===== src/rtl/sha_host_ctrl.sv =====
// Host-side initiator for the SHA-256 core: loads message bytes, launches the core, streams back the digest.
// Optional watchdog on the ARM/WAIT handshake is enabled by defining SHA_HOST_TIMEOUT_EN.
module sha_host_ctrl #(
  parameter int unsigned OUTPUT_LENGTH      = 8,
  parameter int unsigned MAX_MESSAGE_LENGTH = 55,
  parameter int unsigned TIMEOUT_CYCLES     = 4096
) (
  input  logic                                  clk,
  input  logic                                  reset,
  input  logic                                  in_valid,
  output logic                                  in_ready,
  input  logic [7:0]                            in_data,
  input  logic                                  in_last,
  output logic [$clog2(MAX_MESSAGE_LENGTH)-1:0] host__msg__address,
  output logic                                  host__msg__enable,
  output logic                                  host__msg__write,
  output logic [7:0]                            host__msg__data,
  output logic                                  xxx__dut__go,
  output logic [$clog2(MAX_MESSAGE_LENGTH):0]   xxx__dut__msg_length,
  input  logic                                  dut__xxx__finish,
  output logic [$clog2(OUTPUT_LENGTH)-1:0]      host__dom__address,
  output logic                                  host__dom__enable,
  output logic                                  host__dom__write,
  input  logic [31:0]                           dom__host__data,
  output logic                                  digest_valid,
  input  logic                                  digest_ready,
  output logic [31:0]                           digest_data,
  output logic                                  digest_last,
  output logic                                  err_overflow,
  output logic                                  err_timeout
);

  localparam int unsigned AW = $clog2(MAX_MESSAGE_LENGTH);
  localparam int unsigned LW = AW + 1;
  localparam int unsigned OW = $clog2(OUTPUT_LENGTH);
  localparam logic [LW-1:0] MAX_CNT  = LW'(MAX_MESSAGE_LENGTH);
  localparam logic [OW-1:0] LAST_IDX = OW'(OUTPUT_LENGTH - 1);

  typedef enum logic [2:0] {
    IDLE, LOAD, GO, ARM, WAIT, RD_REQ, RD_CAP, EMIT
  } state_t;

  state_t        state, state_next;
  logic [LW-1:0] count, count_next;
  logic [OW-1:0] index, index_next;
  logic          ovf_next;
  logic          ready_c;
  logic          wr_en;
  logic [AW-1:0] wr_addr;

`ifdef SHA_HOST_TIMEOUT_EN
  localparam int unsigned TW = $clog2(TIMEOUT_CYCLES + 1);
  logic [TW-1:0] tcount, tcount_next;
  logic          tmo_next;
`endif

  // The memory write port is combinational so a byte lands in the cycle it is accepted.
  assign in_ready           = ready_c && !reset;
  assign host__msg__enable  = wr_en && !reset;
  assign host__msg__write   = host__msg__enable;
  assign host__msg__address = host__msg__enable ? wr_addr : '0;
  assign host__msg__data    = host__msg__enable ? in_data : 8'h00;
  assign host__dom__write   = 1'b0;

  // Next-state, counters and memory write decode.
  always_comb begin
    state_next = state;
    count_next = count;
    index_next = index;
    ovf_next   = err_overflow;
    ready_c    = 1'b0;
    wr_en      = 1'b0;
    wr_addr    = '0;
`ifdef SHA_HOST_TIMEOUT_EN
    tcount_next = tcount;
    tmo_next    = err_timeout;
`endif
    case (state)
      IDLE: begin
        ready_c = 1'b1;
        if (in_valid) begin
          wr_en      = 1'b1;
          count_next = LW'(1);
          ovf_next   = 1'b0;
          state_next = in_last ? GO : LOAD;
        end
      end
      LOAD: begin
        ready_c = 1'b1;
        if (in_valid) begin
          // Bytes past the memory depth are swallowed so the producer never stalls.
          if (count < MAX_CNT) begin
            wr_en      = 1'b1;
            wr_addr    = count[AW-1:0];
            count_next = count + LW'(1);
          end else begin
            ovf_next = 1'b1;
          end
          if (in_last) state_next = GO;
        end
      end
      GO:     state_next = ARM;
      ARM:    if (!dut__xxx__finish) state_next = WAIT;
      WAIT: begin
        if (dut__xxx__finish) begin
          state_next = RD_REQ;
          index_next = '0;
        end
      end
      RD_REQ: state_next = RD_CAP;
      RD_CAP: state_next = EMIT;
      EMIT: begin
        if (digest_ready) begin
          if (index == LAST_IDX) begin
            state_next = IDLE;
          end else begin
            index_next = index + OW'(1);
            state_next = RD_REQ;
          end
        end
      end
      default: state_next = IDLE;
    endcase
`ifdef SHA_HOST_TIMEOUT_EN
    // Watchdog spans ARM and WAIT together; a normal exit on the last cycle still wins.
    if (state == IDLE && in_valid) tmo_next = 1'b0;
    if (state == GO) begin
      tcount_next = '0;
    end else if (state == ARM || state == WAIT) begin
      if (tcount == TW'(TIMEOUT_CYCLES - 1) && state_next != RD_REQ) begin
        state_next = IDLE;
        tmo_next   = 1'b1;
      end else begin
        tcount_next = tcount + TW'(1);
      end
    end
`endif
  end

  always_ff @(posedge clk) begin
    if (reset) state <= IDLE;
    else       state <= state_next;
  end

  // Registered datapath and outputs, decoded from the upcoming state.
  always_ff @(posedge clk) begin
    if (reset) begin
      count                <= '0;
      index                <= '0;
      err_overflow         <= 1'b0;
      xxx__dut__go         <= 1'b0;
      xxx__dut__msg_length <= '0;
      host__dom__enable    <= 1'b0;
      host__dom__address   <= '0;
      digest_valid         <= 1'b0;
      digest_last          <= 1'b0;
      digest_data          <= '0;
    end else begin
      count             <= count_next;
      index             <= index_next;
      err_overflow      <= ovf_next;
      xxx__dut__go      <= (state_next == GO);
      if (state_next == GO) xxx__dut__msg_length <= count_next;
      host__dom__enable <= (state_next == RD_REQ);
      if (state_next == RD_REQ) host__dom__address <= index_next;
      if (state == RD_CAP) digest_data <= dom__host__data;
      digest_valid      <= (state_next == EMIT);
      digest_last       <= (state_next == EMIT) && (index_next == LAST_IDX);
    end
  end

`ifdef SHA_HOST_TIMEOUT_EN
  always_ff @(posedge clk) begin
    if (reset) begin
      tcount      <= '0;
      err_timeout <= 1'b0;
    end else begin
      tcount      <= tcount_next;
      err_timeout <= tmo_next;
    end
  end
`else
  logic unused_timeout_cfg;
  assign unused_timeout_cfg = ^32'(TIMEOUT_CYCLES);
  assign err_timeout        = 1'b0;
`endif

endmodule


===== config.mk =====
export PLATFORM = sky130hd
export DESIGN_NAME = sha_host_ctrl
export DESIGN_NICKNAME = d
export VERILOG_FILES = /design/src/rtl/sha_host_ctrl.sv
export SDC_FILE = /design/constraint.sdc
export NUM_CORES = 1
export LEC_CHECK = 0
export ABC_AREA = 0
export CAP_MARGIN = 20
export CORE_AREA = 2 2 67 101
export CTS_CLUSTER_SIZE = 20
export DETAILED_ROUTE_END_ITERATION = 6
export DIE_AREA = 0 0 69 103
export GPL_ROUTABILITY_DRIVEN = 0
export PLACE_DENSITY = 0.79
export SLEW_MARGIN = 15
export SYNTH_ARGS = -nofsm -noshare
export SYNTH_HDL_FRONTEND = slang
export SYNTH_SLANG_ARGS = --single-unit
export TNS_END_PERCENT = 10

===== constraint.sdc =====
create_clock -name clk -period 2.1 [get_ports clk]
set_clock_uncertainty 0.05 [all_clocks]
set_input_delay 0.42 -clock clk [delete_from_list [all_inputs] [get_ports clk]]
set_output_delay 0.42 -clock clk [all_outputs]
set_load 0.01 [all_outputs]

# After elaboration in Yosys (flattened, before gate mapping)
# Index checks and enable logic that the tools add are counted.
# totals
ff_bits,60
in_bits,46
out_inout_bits,66
# classes
addsub,2
order_cmp,1
eq_ne,15
n_mux,31
reduce_logical,8
# op_table
operator,n
2-to-1 mux 3 bit,10
"equality test 3 bit, second input constant",8
2-to-1 mux 6 bit,4
case mux 3 bit (8 select lines),1
2-to-1 mux 7 bit,3
case mux 7 bit (2 select lines),1
"equality test 3 x 2 -> 1 bit, second input constant",3
2-to-1 mux 8 bit,1
"adder 7 x 1 -> 7 bit, second input constant",1
"less-than comparator 7 x 6 -> 1 bit, second input constant",1
2-to-1 mux 1 bit,7
"!= test 2 bit, second input constant",3
case mux 3 bit (2 select lines),1
case mux 1 bit (2 select lines),2
AND reduction 4 bit,1
"adder 3 x 1 -> 3 bit, second input constant",1
"equality test 3 x 1 -> 1 bit, second input constant",1
logical AND 1 bit,3
zero test 3 bit,1
2-to-1 mux 2 bit,1
nonzero test 2 bit,1
OR reduction 2 bit,1
zero test 1 bit,1

# Longest topological paths before layout
# depth
ltp_word,6
mapped_depth,7
mapped_depth_nobuf,6

# Least setup slack after synthesis
# OpenSTA, ideal clock, no wires.
# synth_timing
kind,flip-flop to output port
startpoint,register count[2]
endpoint,output port host__msg__address[0]
t_arrival_ps,1499
t_required_ps,1630
slack_ps,131
stages_incl_launch_ff,6
path_buffers,1
path_cell_list,dfxtp_1 -> buf_2 -> a311oi_2 -> nor2_2 -> a211oi_4 -> and4_1
# synth_between
elab_chain_len,6
# synth_lines
element,line_no,rtl
from (decl),44,"logic [LW-1:0] count, count_next;"
from (signal assigned),159,count <= count_next;
less-than comparator 7 x 6 -> 1 bit,92,if (count < MAX_CNT) begin
2-to-1 mux 1 bit,92,
2-to-1 mux 1 bit,90,if (in_valid) begin
case mux 1 bit (2 select lines),78,case (state)
logical AND 1 bit,59,assign host__msg__enable = wr_en && !reset;
named net host__msg__enable,15,"output logic host__msg__enable,"
2-to-1 mux 6 bit,61,assign host__msg__address = host__msg__enable ? wr_addr : '0;
to (decl),14,"output logic [$clog2(MAX_MESSAGE_LENGTH)-1:0] host__msg__address,"
# The timed path passes the listed nets, and every way through them passes these cells.

# Worst setup path in the final report
# layout_timing
startpoint,register count[0]
endpoint,output port host__msg__data[3]
# layout_between
elab_chain_len,6
# layout_lines
element,line_no,rtl
less-than comparator 7 x 6 -> 1 bit,92,
2-to-1 mux 1 bit,92,
2-to-1 mux 1 bit,90,
case mux 1 bit (2 select lines),78,
logical AND 1 bit,59,
2-to-1 mux 8 bit,62,assign host__msg__data = host__msg__enable ? in_data : 8'h00;
to (decl),17,"output logic [7:0] host__msg__data,"
# No other way between the ends.

==> results.sh <==
export IMPL_ys_seq_elements=60
export IMPL_dieArea_sq_um=7110
export IMPL_placedCellCount=510
export IMPL_synth_top_cell_area_share_pct=46.6
export IMPL_syn_area_sq_um=2580
export IMPL_report_final_hold_viol_count=0
export IMPL_netlist_instances=315
export IMPL_crit_type="flip-flop to output port"
export IMPL_grt_total_usage_pct=20.4
export IMPL_cts_root_buffer="clkbuf_8"
export IMPL_antenna_found_initial=0
export IMPL_drtIter0Drc=146
export IMPL_hp_class="flip-flop to flip-flop"
export IMPL_viasPerCell=5.09
export IMPL_wire_per_inst_um=13.9
export IMPL_leakagePower_nw=1.61
export IMPL_synth_warning_count=0
export IMPL_design_area_sq_um=4260
export IMPL_max_freq_ghz=0.436
export IMPL_synth_most_common_cell="nand2_1"
export IMPL_async_flop_share_pct=0
export IMPL_firstDrtPassIters=4
export IMPL_synth_seq_area_share_pct=46.6
export IMPL_antenna_cells=0
export IMPL_startpoint_type="flip-flop"
export IMPL_synth_top_cells_by_count="79 x nand2_1, 60 x dfxtp_1, 40 x a21oi_1, 18 x nor2_1"
export IMPL_fp_dieH_um=103
export IMPL_period_share_pct=109
export IMPL_status="finished, violations left"
export IMPL_wirelength_um=7390
export IMPL_whs_ns=0.404
export IMPL_area_growth_pct=65.2
export IMPL_cts_hold_buffers=0
export IMPL_setup_viol=16
export IMPL_maxCapViolCount=0
export IMPL_vias=2704
export IMPL_dpl_instance_area_sq_um=3890
export IMPL_yosysTopAreaCell="dfxtp_1"
export IMPL_row_count=36
export IMPL_cts_tree="built"
export IMPL_cp_data_required_time_ns=1.63
export IMPL_initial_core_util_pct=40.9
export IMPL_synth_distinct_cells=51
export IMPL_die_w_um=69
export IMPL_end_kind="output port"
export IMPL_path_max_fanout=5
export IMPL_fin_crit_ns=2.29
export IMPL_power_density_nw_per_um2=653
export IMPL_grt_max_degree=48
export IMPL_synth_area_per_cell_sq_um=8.18
export IMPL_drv_slew=0
export IMPL_grt_pass1_wl_um=11400
export IMPL_cts_max_level=3
export IMPL_clk_latency_ns=0.34
export IMPL_ys_flop_type="dfxtp_1"
export IMPL_stdcell_count=531
export IMPL_cts_made_buffers=9
export IMPL_hpwl_um=5140
export IMPL_peakVddDrop_v=0.000466
export IMPL_core_area_sq_um=6310
export IMPL_worst_endpoint_arrival_ns=1.82
export IMPL_clk_pin_slew_worst_paths_ns=0.07
export IMPL_final_util_pct=67.5
export IMPL_synthTopCellsByArea="dfxtp_1 47%, nand2_1 12%, a21oi_1 7.8%"
export IMPL_ctsLongestPathBuffers=2
export IMPL_final_nets=499
export IMPL_numPortBuffers=109
export IMPL_synth_edff_count=0
export IMPL_grt_pass1_vias=2484
export IMPL_rsz0062_at_grt="yes"
export IMPL_finalSetupTns_ns=-2.35
export IMPL_place_ws_ns=-0.532
export IMPL_drcViolationCount=0
export IMPL_setup_slack_ns=-0.194
export IMPL_clock_sinks=60
export IMPL_io_pins=112
export IMPL_power_mw=2.78
export IMPL_ant_nets=0
export IMPL_violations="negative setup slack"
export IMPL_grt_overflow_total=0
export IMPL_drive_above_1_share_pct=20.9
==> worst paths after layout <==
| path | start | endpoint | slack (ns) | cells after the start |
|---|---|---|---|---|
| min reg2reg | digest_data[30]$_SDFFE_PP0N_ | digest_data[30]$_SDFFE_PP0N_ | 0.40 | 2 |
| max | count[0]$_SDFF_PP0_ | host__msg__data[3] | -0.19 | 6 |
| min | digest_data[30]$_SDFFE_PP0N_ | digest_data[30]$_SDFFE_PP0N_ | 0.40 | 2 |
| max reg2reg | state[2]$_SDFF_PP0_ | host__dom__address[2]$_SDFFE_PP0N_ | 0.36 | 5 |
==> kinds of logic after synthesis <==
family | share of synthesized area (%)
buf+inv | 5.68
mux | 0.437
other cells | 0.146
fa+ha+maj | 1.46
compound gates | 19.5
flops | 46.6
simple gates | 26.2
==> power breakdown <==
| group | switching, mW | internal (mW) |
|---|---|---|
| sequential | 0.0123 | 1.15 |
| clock | 0.486 | 0.793 |
| combinational | 0.147 | 0.186 |
==> metal layers <==
layer	up-vias	wire (um)	global-route usage, %
met5	-	0	0
met4	0	159	10.1
met3	16	411	5.77
met2	101	4000	38.0
met1	1234	2820	21.0
li1	1353	-	-
==> sequential cells by signal (all words and copies together) (netlist names) <==
signal / count
xxx__dut__msg_length: 7
digest_valid: 1
index: 3
state: 3
xxx__dut__go: 1
err_overflow: 1
digest_data: 32
digest_last: 1
host__dom__address: 3
host__dom__enable: 1
count: 7
==> cells in the final DEF (no fill, tap or decap), types with 3 or more instances in the layout <==
master,synthesis,final
a21oi_1,40,39
clkbuf_8,0,9
nand2_1,79,79
and2_4,0,9
buf_2,9,7
a31oi_1,3,3
nor3_1,5,4
a211oi_1,7,7
nor2_1,18,17
nand4bb_1,3,3
buf_4,3,35
and2_1,11,3
buf_6,1,14
dfxtp_1,60,58
bufinv_16,0,3
clkdlybuf4s50_1,0,90
nand3_1,6,6
a21o_1,4,4
o21ai_1,3,3
inv_1,6,5
==> what timing repair did <==
action,4_1_cts,5_1_grt
setup buffers,1,3
gates cloned,1,0
pin swaps,18,3
setup endpoints to repair,17,16
gates resized for setup,89,13
endpoints found under the hold margin,0,0
==> worst max-delay path, cell delays in order, from the launching register on <==
cell and delay, ns:
dfxtp_2 0.34, a311oi_4 0.35, nor2_4 0.09, a211oi_4 0.30
buf_6 0.16, and2_4 0.14, buf_6 0.10
==> layout make-up <==
type                            count  area (sq um)
Tap cell                           76          95.1
Multi-Input combinational cell    225          1320
Inverter                            6          22.5
Clock inverter                      7           123
Fill cell                         514          2050
Timing Repair Buffer              148          1370
Clock buffer                        9           124
Sequential cell                    60          1200
Note: power is estimated with default switching activity, not from simulation.
